===== src/rtl/pool_pkg.sv =====
// pool_pkg: shared FSM state type and default geometry for the 2x2 pooling block
package pool_pkg;
  typedef enum logic [1:0] {IDLE, RUN, DONE} state_t;
  localparam int DATA_W_DEF = 16;
  localparam int IMG_W_DEF = 6;
  localparam int IMG_H_DEF = 6;
endpackage


===== src/rtl/max_pool_2x2_if.sv =====
// max_pool_2x2_if: raster sample stream in, pooled sample stream out
interface max_pool_2x2_if #(parameter int DATA_W = pool_pkg::DATA_W_DEF);
  logic in_st;
  logic [DATA_W-1:0] din;
  logic [DATA_W-1:0] dout;
  logic out_st;
  logic frame_done;
  modport master (output in_st, din, input dout, out_st, frame_done);
  modport slave (input in_st, din, output dout, out_st, frame_done);
endinterface


===== src/rtl/pool_reduce.sv =====
// pool_reduce: two-operand combine; unsigned max, or plain sum when POOL_AVG_EN is defined
module pool_reduce #(parameter int W = 16) (
  input  logic [W-1:0] a_i,
  input  logic [W-1:0] b_i,
  output logic [W-1:0] y_o
);
`ifdef POOL_AVG_EN
  assign y_o = a_i + b_i;
`else
  assign y_o = (a_i > b_i) ? a_i : b_i;
`endif
endmodule


===== src/rtl/max_pool_2x2.sv =====
// max_pool_2x2: streaming 2x2 stride-2 pooling over a raster frame; POOL_AVG_EN selects averaging
module max_pool_2x2 import pool_pkg::*; #(
  parameter int DATA_W = DATA_W_DEF,
  parameter int IMG_W = IMG_W_DEF,
  parameter int IMG_H = IMG_H_DEF
) (
  input logic clk,
  input logic rst,
  max_pool_2x2_if.slave bus
);
`ifdef POOL_AVG_EN
  localparam int ACC_W = DATA_W + 2;
`else
  localparam int ACC_W = DATA_W;
`endif
  localparam int CW = $clog2(IMG_W);
  localparam int RW = $clog2(IMG_H);
  localparam int LN = IMG_W / 2;
  localparam int LW = LN > 1 ? $clog2(LN) : 1;
  state_t state_q;
  logic [CW-1:0] col_q, col_d;
  logic [RW-1:0] row_q, row_d;
  logic [DATA_W-1:0] hold_q, dout_q, pooled;
  logic out_st_q;
  logic [ACC_W-1:0] lb_q [LN];
  logic [ACC_W-1:0] pmax, res;
  logic [LW-1:0] lidx;
  logic acc, last_col, last, win;
  // Accept qualification, window completion and counter next-state
  always_comb begin
    acc = bus.in_st && !rst;
    last_col = col_q == CW'(IMG_W - 1);
    last = last_col && row_q == RW'(IMG_H - 1);
    win = acc && col_q[0] && row_q[0];
    col_d = last_col ? '0 : col_q + 1'b1;
    row_d = !last_col ? row_q : (last ? '0 : row_q + 1'b1);
    lidx = LW'(col_q >> 1);
  end
  pool_reduce #(.W(ACC_W)) u_pair (.a_i(ACC_W'(hold_q)), .b_i(ACC_W'(bus.din)), .y_o(pmax));
  pool_reduce #(.W(ACC_W)) u_vert (.a_i(pmax), .b_i(lb_q[lidx]), .y_o(res));
`ifdef POOL_AVG_EN
  assign pooled = res[ACC_W-1:2];
`else
  assign pooled = res;
`endif
  // Even-column sample is held for the pair; even-row pair results park in the line buffer
  always_ff @(posedge clk) begin
    if (acc && !col_q[0]) hold_q <= bus.din;
    if (acc && col_q[0] && !row_q[0]) lb_q[lidx] <= pmax;
  end
  // Frame FSM, raster counters and registered outputs
  always_ff @(posedge clk) begin
    if (rst) begin
      state_q <= IDLE;
      col_q <= '0;
      row_q <= '0;
      out_st_q <= 1'b0;
      dout_q <= '0;
    end else begin
      if (acc) begin
        col_q <= col_d;
        row_q <= row_d;
      end
      out_st_q <= win;
      if (win) dout_q <= pooled;
      state_q <= acc ? (last ? DONE : RUN) : (state_q == DONE ? IDLE : state_q);
    end
  end
  assign bus.dout = dout_q;
  assign bus.out_st = out_st_q;
  assign bus.frame_done = state_q == DONE;
endmodule

===== src/flat_wrapper.sv =====
// flat-port wrapper written by rule: the top's interface ports become plain ports
module max_pool_2x2_flat import pool_pkg::*;
#(
  parameter int DATA_W = DATA_W_DEF,
  parameter int IMG_W = IMG_W_DEF,
  parameter int IMG_H = IMG_H_DEF
)
  (clk, rst, bus_in_st, bus_din, bus_dout, bus_out_st, bus_frame_done);
  max_pool_2x2_if #(.DATA_W(DATA_W)) bus_i ();
  input logic clk;
  input logic rst;
  input wire logic [$bits(bus_i.in_st)-1:0] bus_in_st;
  input wire logic [$bits(bus_i.din)-1:0] bus_din;
  output wire logic [$bits(bus_i.dout)-1:0] bus_dout;
  output wire logic [$bits(bus_i.out_st)-1:0] bus_out_st;
  output wire logic [$bits(bus_i.frame_done)-1:0] bus_frame_done;
  assign bus_i.in_st = bus_in_st;
  assign bus_i.din = bus_din;
  assign bus_dout = bus_i.dout;
  assign bus_out_st = bus_i.out_st;
  assign bus_frame_done = bus_i.frame_done;
  max_pool_2x2 #(.DATA_W(DATA_W), .IMG_W(IMG_W), .IMG_H(IMG_H)) u_core (.clk(clk), .rst(rst), .bus(bus_i));
endmodule

===== config.mk =====
export PLATFORM = sky130hd
export DESIGN_NAME = max_pool_2x2_flat
export DESIGN_NICKNAME = d
export VERILOG_FILES = /design/src/rtl/pool_pkg.sv /design/src/rtl/max_pool_2x2_if.sv /design/src/rtl/pool_reduce.sv /design/src/rtl/max_pool_2x2.sv /design/src/flat_wrapper.sv
export SDC_FILE = /design/constraint.sdc
export NUM_CORES = 1
export LEC_CHECK = 0
export BUFFER_PORTS_ARGS = -buffer_cell sky130_fd_sc_hd__buf_4
export CAP_MARGIN = 20
export CORE_MARGIN = 5
export CORE_UTILIZATION = 35
export DETAILED_ROUTE_END_ITERATION = 12
export GPL_TIMING_DRIVEN = 0
export SKIP_CTS_REPAIR_TIMING = 1
export SLEW_MARGIN = 20
export SYNTH_ARGS = -nofsm -noshare
export SYNTH_HDL_FRONTEND = slang
export SYNTH_SLANG_ARGS = --single-unit

===== constraint.sdc =====
create_clock -name clk -period 4.86 [get_ports clk]
set_input_delay 0.486 -clock clk [delete_from_list [all_inputs] [get_ports clk]]
set_output_delay 0.486 -clock clk [all_outputs]
set_load 0.005 [all_outputs]

==> results of run 1 <==
cells in the mapped netlist, drive strengths merged (3+ instances only):
cell type  count
inv           36
o21ai          8
nand2         29
nor2          31
edfxtp        64
clkbuf         7
buf            4
o221ai        16
a21oi         33
mux2i         32
nor3b          4
ha            34
nor3           4
dfxtp         27
nor4           3
nand4          6
metal layers:
metal / up-vias / track usage, % / share of wire, %
li1: 1427 / - / -
met1: 1382 / 17.10 / 47
met2: 39 / 21.55 / 48
met3: 13 / 1.871 / 2.2
met4: 0 / 6.516 / 2.4
met5: - / 0 / 0
worst max-delay path, cell delays in order (launching register included):
cell and delay [ns]:
edfxtp_1 0.39, ha_1 0.34, nand4_2 0.17, nor4_2 0.36
o21ai_1 0.16, a31oi_4 0.33, buf_12 0.19, mux2i_1 0.28
inv_1 0.13, ha_1 0.35, a21oi_1 0.15, o21a_1 0.16
o221ai_1 0.14, a221oi_1 0.36, or3b_1 0.18, clkbuf_1 0.25
clkbuf_4 0.29, o221ai_1 0.13
per-stage QoR:
stage | hold WS, ns | setup TNS (ns) | util (%) | std cells
2_1_floorplan | 0.4409 | 0 | - | 359
3_3_place_gp | 0.4522 | 0 | 39.45 | 542
3_5_place_dp | 0.4625 | -0.1882 | 39.85 | 546
4_1_cts | 0.3282 | 0 | 42.38 | 562
5_1_grt | 0.3250 | 0 | 42.66 | 565
6_report | 0.3426 | 0 | 42.66 | 565
state kept, by name, summed over array words and instances (netlist names), named ones only:
name               count
u_core.hold_q         16
u_core.state_q         2
u_core.row_q           3
u_core.col_q           3
u_core.bus.out_st      1
u_core.lb_q           48
u_core.bus.dout       16
cells by family after synthesis:
group / count (synthesis)
muxes: 32
and+or+nand+nor: 89
AOI/OAI and AO/OA: 65
DFF: 91
xor gates and xnor gates: 1
adders and majority gates: 34
buffers and inverters: 47
path summary, 6_finish.rpt:
| check | start | to | slack, ns | cells past startpoint |
|---|---|---|---|---|
| min | bus_din[8] | u_core.hold_q[8] | 0.34 | 1 |
| min reg2reg | u_core.bus.dout[11] | u_core.bus.dout[11] | 0.48 | 2 |
| max | u_core.hold_q[15] | u_core.bus.dout[8] | 0.36 | 17 |
| max reg2reg | u_core.hold_q[15] | u_core.bus.dout[8] | 0.36 | 17 |
power groups by stage:
stage,clock (mW),combinational (mW),sequential (mW)
global route,0.748,0.220,0.860
global placement,0,0.182,0.876
floorplan,0,0.129,0.874
finish,0.697,0.194,0.859
detailed placement,0,0.190,0.876
CTS,0.712,0.191,0.859
final cells by class:
| cell class | instances | area [um2] | area share [%] |
|---|---|---|---|
| repair buffers | 43 | 327.8 | 6.425 |
| clock buffers | 9 | 225.2 | 4.414 |
| flip-flops and latches | 91 | 2462 | 48.26 |
| plain buffers | 11 | 63.81 | 1.251 |
| multi-input cells | 221 | 1627 | 31.88 |
| well taps | 147 | 183.9 | 3.605 |
| inverters | 36 | 135.1 | 2.648 |
| clock inverters | 7 | 77.57 | 1.520 |
==> out/qor.yml, run 1 <==
final_layout:
  drive_above_1_share_pct: 17.22
  final_nets: 466
  antenna_cells: 0
  final_common_cell: "edfxtp_1"
  final_cell_mix: "edfxtp_1 (64), buf_4 (41), inv_1 (36), ha_1 (34), a21oi_1 (33)"
  final.fill_count: 1104
  area_growth_pct: 19.66
  final_area_um2: 5102
route:
  drcViolationCount: 0
  vias: 2861
  vias_per_cell: 5.064
  totalWireLength_mm: 8.990
  first_pass_iters: 4
  wl_per_cell_um: 15.91
  ant_nets: 0
  drtIter0Drc: 134
placed_design:
  post-dp-hpwl_mm: 6.839
  place_congestion: 0.8312
  pre_cts_ws_ns: -0.03036
  postPlaceCellArea_um2: 4767
  io_buffers: 36
logic_synthesis:
  yosys.area.top_type_share_pct: 45.07
  syn_area_um2: 4264
  ys_seq_area_share_pct: 57.75
  synthAdderAreaFrac_pct: 9.977
  synth-xor-area-share_pct: 0.2054
  synth_top_family_by_area: "simple AND/OR/NAND/NOR gates"
  syn_inst: 359
  synthArstFlopShare_pct: 0
  ys.flop_type: "edfxtp_1"
  synthMuxAreaShare_pct: 7.512
  synth_compound_area_share_pct: 9.918
  syn_avg_cell_area_um2: 11.88
  synth_nets: 412
  synth-edff-count: 64
  synth.area.top_cells: "edfxtp_1 (45%), dfxtp_1 (13%), ha_1 (10%)"
  synth_top_cell_by_area: "edfxtp_1"
  synth_seq_cells: 91
  synth_cell_type_count: 37
  yosysWarningCount: 0
  synth_simple_gate_area_share_pct: 10.06
clock_tree:
  clk_pin_slew_ns: 0.07
  clock-root-buffer: "clkbuf_16"
  max-clock-path-buffers: 2
  clock_latency_ns: 0.34
  cts_tree: "built"
  cts.htree.levels: 3
  cts.sinks: 91
  cts_buffers: 9
global_routing:
  grt_overflow: 0
  grt_usage_pct: 13.17
  grt_max_degree: 17
  grt_pass1_wl_mm: 14.96
  grt_pass1_vias: 2823
  antenna_found_initial: 0
floorplan:
  core_area_um2: 11960
  die_w_um: 120.4
  initial_core_util_pct: 35.65
  die-area_um2: 14490
  pin_count: 37
  die_h_um: 120.4
  num_rows: 40
status:
  status: "finished, final reports clean"
sta:
  max_freq_ghz: 0.2221
  hold_viol: 0
  relSlewSlack_pct: 41.38
  setup_ws_ns: 0.3580
  rsz0062_at_grt: "no"
  drv_slew: 0
  finalCriticalPeriod_ns: 4.502
  skew_ns: 0.007918
  min_period_over_period_pct: 92.63
  setup_violations: 0
  tightest_slew_ns: 0.8793
job:
  maxCapViolations: 0
pwr:
  finalPower_mw: 1.750
  p_switching_mw: 0.4182
  power.share.clock_pct: 39.8
  power.density_nw_per_um2: 342.9
  intPower_mw: 1.332
  combPwrFrac_pct: 11.1
  ir_drop_v: 0.0001975
  seqPwrFrac_pct: 49.1
  swShare_pct: 23.90
  cellLeakagePower_nw: 2.024
worst_setup_path:
  required_ns: 5.06
  start_kind: "flip-flop"
  path_class: "flip-flop to flip-flop"
  endpoint_kind: "flip-flop"
  crit_fanout: 10
  worstPathArrival_ns: 4.71
worst_hold_path:
  min_path_type: "input pin to flip-flop"
(Power assumes the default switching activity.)
==> run 2, diff against run 1 <==
--- a/config.mk
+++ b/config.mk
@@ -11,6 +11,7 @@
 export CORE_UTILIZATION = 35
 export DETAILED_ROUTE_END_ITERATION = 12
 export GPL_TIMING_DRIVEN = 0
+export MAX_ROUTING_LAYER = met4
 export SKIP_CTS_REPAIR_TIMING = 1
 export SLEW_MARGIN = 20
 export SYNTH_ARGS = -nofsm -noshare
==> run 2 against run 1 <==
Non-clock buffer count is the same. Setup slack gained 0.017 ns. Fmax grew 0.38%. Global-route usage grew 0.38 points. Clock skew shrank 0.0016 ns. First-iteration DRC count shrank 6.0%. Die area is the same. Sequential power is essentially flat. Final area is essentially flat. Critical path type unchanged. Highest routed layer unchanged.
==> out/qor.yml, run 2 (synthesized netlist as in run 1, its figures left out) <==
sta:
  setup_ws_ns: 0.3751  # was 0.3580 ns
  relSlewSlack_pct: 40.94  # was 41.38%
  setup_violations: 0  # unchanged
  drv_slew: 0  # unchanged
  finalCriticalPeriod_ns: 4.485  # was 4.502 ns
  skew_ns: 0.006357  # was 0.007918 ns
  max_freq_ghz: 0.2230  # was 0.2221 GHz
  min_period_over_period_pct: 92.28  # was 92.63%
  rsz0062_at_grt: "no"  # unchanged
  hold_viol: 0  # unchanged
  tightest_slew_ns: 0.8859  # was 0.8793 ns
final_layout:
  multi_input_area_um2: 1633  # was 1627 um2
  drive_above_1_share_pct: 17.22  # unchanged
  top_register: "u_core.lb_q"  # unchanged
  final_nets: 466  # unchanged
  final_area_um2: 5107  # was 5102 um2
  area_growth_pct: 19.78  # was 19.66%
  largest_reg_flops: 48  # unchanged
  antenna_cells: 0  # unchanged
  ff_latch_area_um2: 2462  # unchanged
  final_cell_mix: "edfxtp_1 (64), buf_4 (41), inv_1 (36), ha_1 (34), a21oi_1 (33)"  # unchanged
  final.fill_count: 1105  # was 1104
  final_common_cell: "edfxtp_1"  # unchanged
status:
  status: "finished, final reports clean"  # unchanged
clock_tree:
  clock_latency_ns: 0.33  # was 0.34 ns
  cts_tree: "built"  # unchanged
  clk_pin_slew_ns: 0.06  # was 0.07 ns
  cts.htree.levels: 3  # unchanged
  clock-root-buffer: "clkbuf_16"  # unchanged
  cts.sinks: 91  # unchanged
  max-clock-path-buffers: 2  # unchanged
  cts_buffers: 9  # unchanged
floorplan:
  core_area_um2: 11960  # unchanged
  die_h_um: 120.4  # unchanged
  pin_count: 37  # unchanged
  die-area_um2: 14490  # unchanged
  num_rows: 40  # unchanged
  die_w_um: 120.4  # unchanged
  initial_core_util_pct: 35.65  # unchanged
route:
  drtIter0Drc: 126  # was 134
  first_pass_iters: 4  # unchanged
  ant_nets: 0  # unchanged
  totalWireLength_mm: 8.984  # was 8.990 mm
  wl_per_cell_um: 15.90  # was 15.91 um
  vias_per_cell: 5.050  # was 5.064
  drcViolationCount: 0  # unchanged
  vias: 2853  # was 2861
global_routing:
  gr-usage-met1_pct: 17.22  # was 17.10%
  grtUsageMet3_pct: 1.777  # was 1.871%
  busiest_layer: "met2"  # unchanged
  grt_usage_pct: 13.55  # was 13.17%
  grtUsageMet2_pct: 21.52  # was 21.55%
  grt_pass1_wl_mm: 14.98  # was 14.96 mm
  grt_pass1_vias: 2820  # was 2823
  grt_overflow: 0  # unchanged
  grt_max_degree: 17  # unchanged
  antenna_found_initial: 0  # unchanged
pwr:
  ir_drop_v: 0.0001960  # was 0.0001975 V
  power.density_nw_per_um2: 342.6  # was 342.9 nW/um2
  cellLeakagePower_nw: 2.025  # was 2.024 nW
placed_design:
  pre_cts_ws_ns: -0.03036  # unchanged
  place_congestion: 0.8439  # was 0.8312
  post-dp-hpwl_mm: 6.839  # unchanged
  io_buffers: 36  # unchanged
  postPlaceCellArea_um2: 4767  # unchanged
worst_setup_path:
  path_class: "flip-flop to flip-flop"  # unchanged
  rrSetupSlack_ns: 0.38  # was 0.36 ns
  worstPathArrival_ns: 4.67  # was 4.71 ns
  required_ns: 5.04  # was 5.06 ns
  crit_fanout: 10  # unchanged
  endpoint_kind: "flip-flop"  # unchanged
  start_kind: "flip-flop"  # unchanged
worst_hold_path:
  min_path_type: "input pin to flip-flop"  # unchanged
job:
  maxCapViolations: 0  # unchanged
-- run 2: layout make-up --
class,instances,area share (%)
plain buffers,11,1.225
clock buffers,9,4.410
clock inverters,7,1.519
inverters,36,2.646
multi-input cells,221,31.97
flip-flops and latches,91,48.21
well taps,147,3.601
repair buffers,43,6.418
-- run 2: metrics by stage --
stage	setup TNS [ns]	utilization, %	hold slack (ns)	total power [mW]	std cells
after floorplan	0	-	0.4409	1.003	359
after global placement	0	39.45	0.4522	1.058	542
after detailed placement	-0.1882	39.85	0.4625	1.065	546
after CTS	0	42.38	0.3282	1.761	562
after global routing	0	42.70	0.3249	1.829	565
final	0	42.70	0.3449	1.750	565
-- run 2: routing by layer --
layer  vias to the layer above  part of all wire [%]
met5                         -                     0
met4                         0                   2.3
met3                        13                   3.9
met2                        57                    49
met1                      1358                    45
li1                       1425                     -
-- run 2: report_power, final --
group | leakage [nW] | total [mW] | internal (mW) | switching (mW)
clock network | 0.146 | 0.696 | 0.402 | 0.294
logic | 1.08 | 0.195 | 0.0785 | 0.117
registers | 0.800 | 0.859 | 0.852 | 0.00692
-- run 2: path summary, 6_finish.rpt --
path	endpoint	start	cells after the start
setup reg to reg	u_core.bus.dout[6]	u_core.hold_q[15]	16
hold / removal	u_core.hold_q[1]	bus_din[1]	1
setup / recovery	u_core.bus.dout[6]	u_core.hold_q[15]	16
hold reg to reg	u_core.bus.dout[11]	u_core.bus.dout[11]	2
-- run 2: worst max-delay path: stages, from the launching register on --
cell      delay (ns)
edfxtp_1        0.39
ha_1            0.34
nand4_2         0.17
nor4_2          0.36
o21ai_1         0.16
a31oi_4         0.33
buf_12          0.19
mux2i_1         0.28
inv_1           0.13
ha_1            0.34
nand2_1         0.06
o21a_1          0.20
o221ai_1        0.26
a221oi_2        0.08
o21ai_1         0.39
clkbuf_1        0.44
o221ai_1        0.21
==> run 3, diff against run 2 <==
--- a/config.mk
+++ b/config.mk
@@ -7,11 +7,12 @@
 export LEC_CHECK = 0
 export BUFFER_PORTS_ARGS = -buffer_cell sky130_fd_sc_hd__buf_4
 export CAP_MARGIN = 20
+export CORE_ASPECT_RATIO = 0.5
 export CORE_MARGIN = 5
 export CORE_UTILIZATION = 35
 export DETAILED_ROUTE_END_ITERATION = 12
-export GPL_TIMING_DRIVEN = 0
 export MAX_ROUTING_LAYER = met4
+export PLACE_DENSITY_LB_ADDON = 0.25
 export SKIP_CTS_REPAIR_TIMING = 1
 export SLEW_MARGIN = 20
 export SYNTH_ARGS = -nofsm -noshare
==> run 3 against run 2 <==
Clock power increased by 13%. Clock skew increased by 0.0014 ns. Non-clock buffer count fell by 11. Critical path type unchanged. Critical endpoint is now u_core.bus.dout[4].
==> out/qor.yml, run 3 (synthesized netlist as in run 1, its figures left out) <==
worst_setup_path:
  worstPathArrival_ns: 4.59  # was 4.67 ns
  crit_fanout: 12  # was 10
  path_class: "flip-flop to flip-flop"  # unchanged
  endpoint_kind: "flip-flop"  # unchanged
  start_kind: "flip-flop"  # unchanged
  required_ns: 5.06  # was 5.04 ns
floorplan:
  die_w_um: 166.1  # was 120.4 um
  core_area_um2: 11880  # was 11960 um2
  initial_core_util_pct: 35.90  # was 35.65%
  die-area_um2: 14620  # was 14490 um2
  num_rows: 28  # was 40
  die_h_um: 88.05  # was 120.4 um
  pin_count: 37  # unchanged
clock_tree:
  cts.htree.levels: 3  # unchanged
  clk_pin_slew_ns: 0.07  # was 0.06 ns
  cts.sinks: 91  # unchanged
  cts_buffers: 9  # unchanged
  clock_latency_ns: 0.34  # was 0.33 ns
  cts_tree: "built"  # unchanged
  max-clock-path-buffers: 2  # unchanged
  clock-root-buffer: "clkbuf_16"  # unchanged
final_layout:
  final_common_cell: "edfxtp_1"  # unchanged
  final_cell_mix: "edfxtp_1 (64), buf_4 (42), inv_1 (36), ha_1 (34), a21oi_1 (33)"  # was edfxtp_1 (64), buf_4 (41), inv_1 (36), ha_1 (34), a21oi_1 (33)
  area_growth_pct: 19.48  # was 19.78%
  drive_above_1_share_pct: 16.46  # was 17.22%
  top_register: "u_core.lb_q"  # unchanged
  antenna_cells: 0  # unchanged
  final_area_um2: 5095  # was 5107 um2
  largest_reg_flops: 48  # unchanged
  final_nets: 455  # was 466
route:
  drtIter0Drc: 167  # was 126
  totalWireLength_mm: 9.058  # was 8.984 mm
  vias_per_cell: 4.818  # was 5.050
  dr.max_layer_used: "met4"  # unchanged
  vias: 2756  # was 2853
  met1_length_mm: 4.856  # was 4.048 mm
  first_pass_iters: 4  # unchanged
  drcViolationCount: 0  # unchanged
  wl_per_cell_um: 15.84  # was 15.90 um
  dr_wl_met2_mm: 3.710  # was 4.381 mm
  wl_met3_um: 418  # was 346 um
  ant_nets: 0  # unchanged
pwr:
  finalPower_mw: 1.837  # was 1.750 mW
  cellLeakagePower_nw: 2.012  # was 2.025 nW
  ir_drop_v: 0.0002056  # was 0.0001960 V
  p_switching_mw: 0.4080  # was 0.4176 mW
  combPwrFrac_pct: 10.0  # was 11.2%
  intPower_mw: 1.429  # was 1.332 mW
  seqPwrFrac_pct: 47.0  # was 49.1%
  power.density_nw_per_um2: 360.5  # was 342.6 nW/um2
  power.share.clock_pct: 43.0  # was 39.8%
  swShare_pct: 22.22  # was 23.87%
sta:
  tightest_slew_ns: 1.035  # was 0.8859 ns
  min_period_over_period_pct: 90.44  # was 92.28%
  relSlewSlack_pct: 30.94  # was 40.94%
  skew_ns: 0.007732  # was 0.006357 ns
  drv_slew: 0  # unchanged
  setup_violations: 0  # unchanged
  rsz0062_at_grt: "no"  # unchanged
  finalSetupTns_ns: 0  # unchanged
  finalCriticalPeriod_ns: 4.395  # was 4.485 ns
  max_freq_ghz: 0.2275  # was 0.2230 GHz
  hold_viol: 0  # unchanged
global_routing:
  grt_pass1_wl_mm: 14.45  # was 14.98 mm
  grt_usage_pct: 13.46  # was 13.55%
  grt_pass1_vias: 2593  # was 2820
  antenna_found_initial: 0  # unchanged
  grt_overflow: 0  # unchanged
  grt_max_degree: 30  # was 17
job:
  maxCapViolations: 0  # unchanged
placed_design:
  io_buffers: 36  # unchanged
  postPlaceCellArea_um2: 4751  # was 4767 um2
  post-dp-hpwl_mm: 6.590  # was 6.839 mm
  place_congestion: 0.7595  # was 0.8439
worst_hold_path:
  min_path_type: "input pin to flip-flop"  # unchanged
status:
  status: "finished, final reports clean"  # unchanged
==> run 3: cell count changes in the layout (fill, tap and decap cells not counted), moves of 2 or more <==
cell	previous run	this run
buf_2	2	0
bufinv_16	1	3
clkbuf_1	7	1
clkinv_4	3	1
==> run 3: per-stage QoR <==
step           util, %  hold WS [ns]  std cells  worst slack, ns
5_1_grt          42.90        0.3324        572           0.1368
4_1_cts          42.88        0.3347        572           0.4923
3_5_place_dp     40.00        0.4619        556           0.3236
2_1_floorplan        -        0.4409        359           0.8771
3_3_place_gp     39.91        0.4582        555          0.08685
6_report         42.90        0.3435        572           0.4648
==> run 3: path summary, 6_finish.rpt <==
| kind | endpoint | slack (ns) | start | depth (start not counted) |
|---|---|---|---|---|
| setup reg to reg | u_core.bus.dout[4] | 0.46 | u_core.hold_q[15] | 15 |
| hold / removal | u_core.hold_q[0] | 0.34 | bus_din[0] | 1 |
| setup / recovery | u_core.bus.dout[4] | 0.46 | u_core.hold_q[15] | 15 |
| hold reg to reg | u_core.state_q[1] | 0.47 | u_core.state_q[1] | 2 |
==> run 3: cell type report <==
type                    instances  area [um2]
clock buffers                  10       229.0
clock inverters                 6       112.6
fillers                      1115        6782
inverters                      36       135.1
multi-input cells             221        1623
flip-flops and latches         91        2462
well taps                     165       206.4
repair buffers                 43       326.6
==> run 3: routing by layer <==
metal / vias up / GRT usage, %
met5: - / -
met4: 0 / 3.817
met3: 6 / 3.336
met2: 57 / 18.34
met1: 1286 / 19.66
li1: 1407 / -
==> run 3: power by group through the flow <==
stage | Sequential [mW] | Combinational, mW | Clock, mW
after floorplan | 0.874 | 0.129 | 0
after global placement | 0.881 | 0.182 | 0
after detailed placement | 0.881 | 0.183 | 0
after CTS | 0.864 | 0.185 | 0.807
after global routing | 0.865 | 0.210 | 0.841
final | 0.864 | 0.184 | 0.789
==> run 3: critical path, stage by stage (launching register included) <==
cell	delay (ns)
edfxtp_1	0.39
ha_1	0.35
nand4_2	0.18
nor4_2	0.34
o21ai_1	0.15
a31oi_4	0.19
buf_4	0.26
mux2i_1	0.39
inv_1	0.15
ha_1	0.32
nand4_1	0.17
nor3_1	0.24
a221oi_1	0.14
o21ai_1	0.60
buf_6	0.23
o221ai_1	0.13
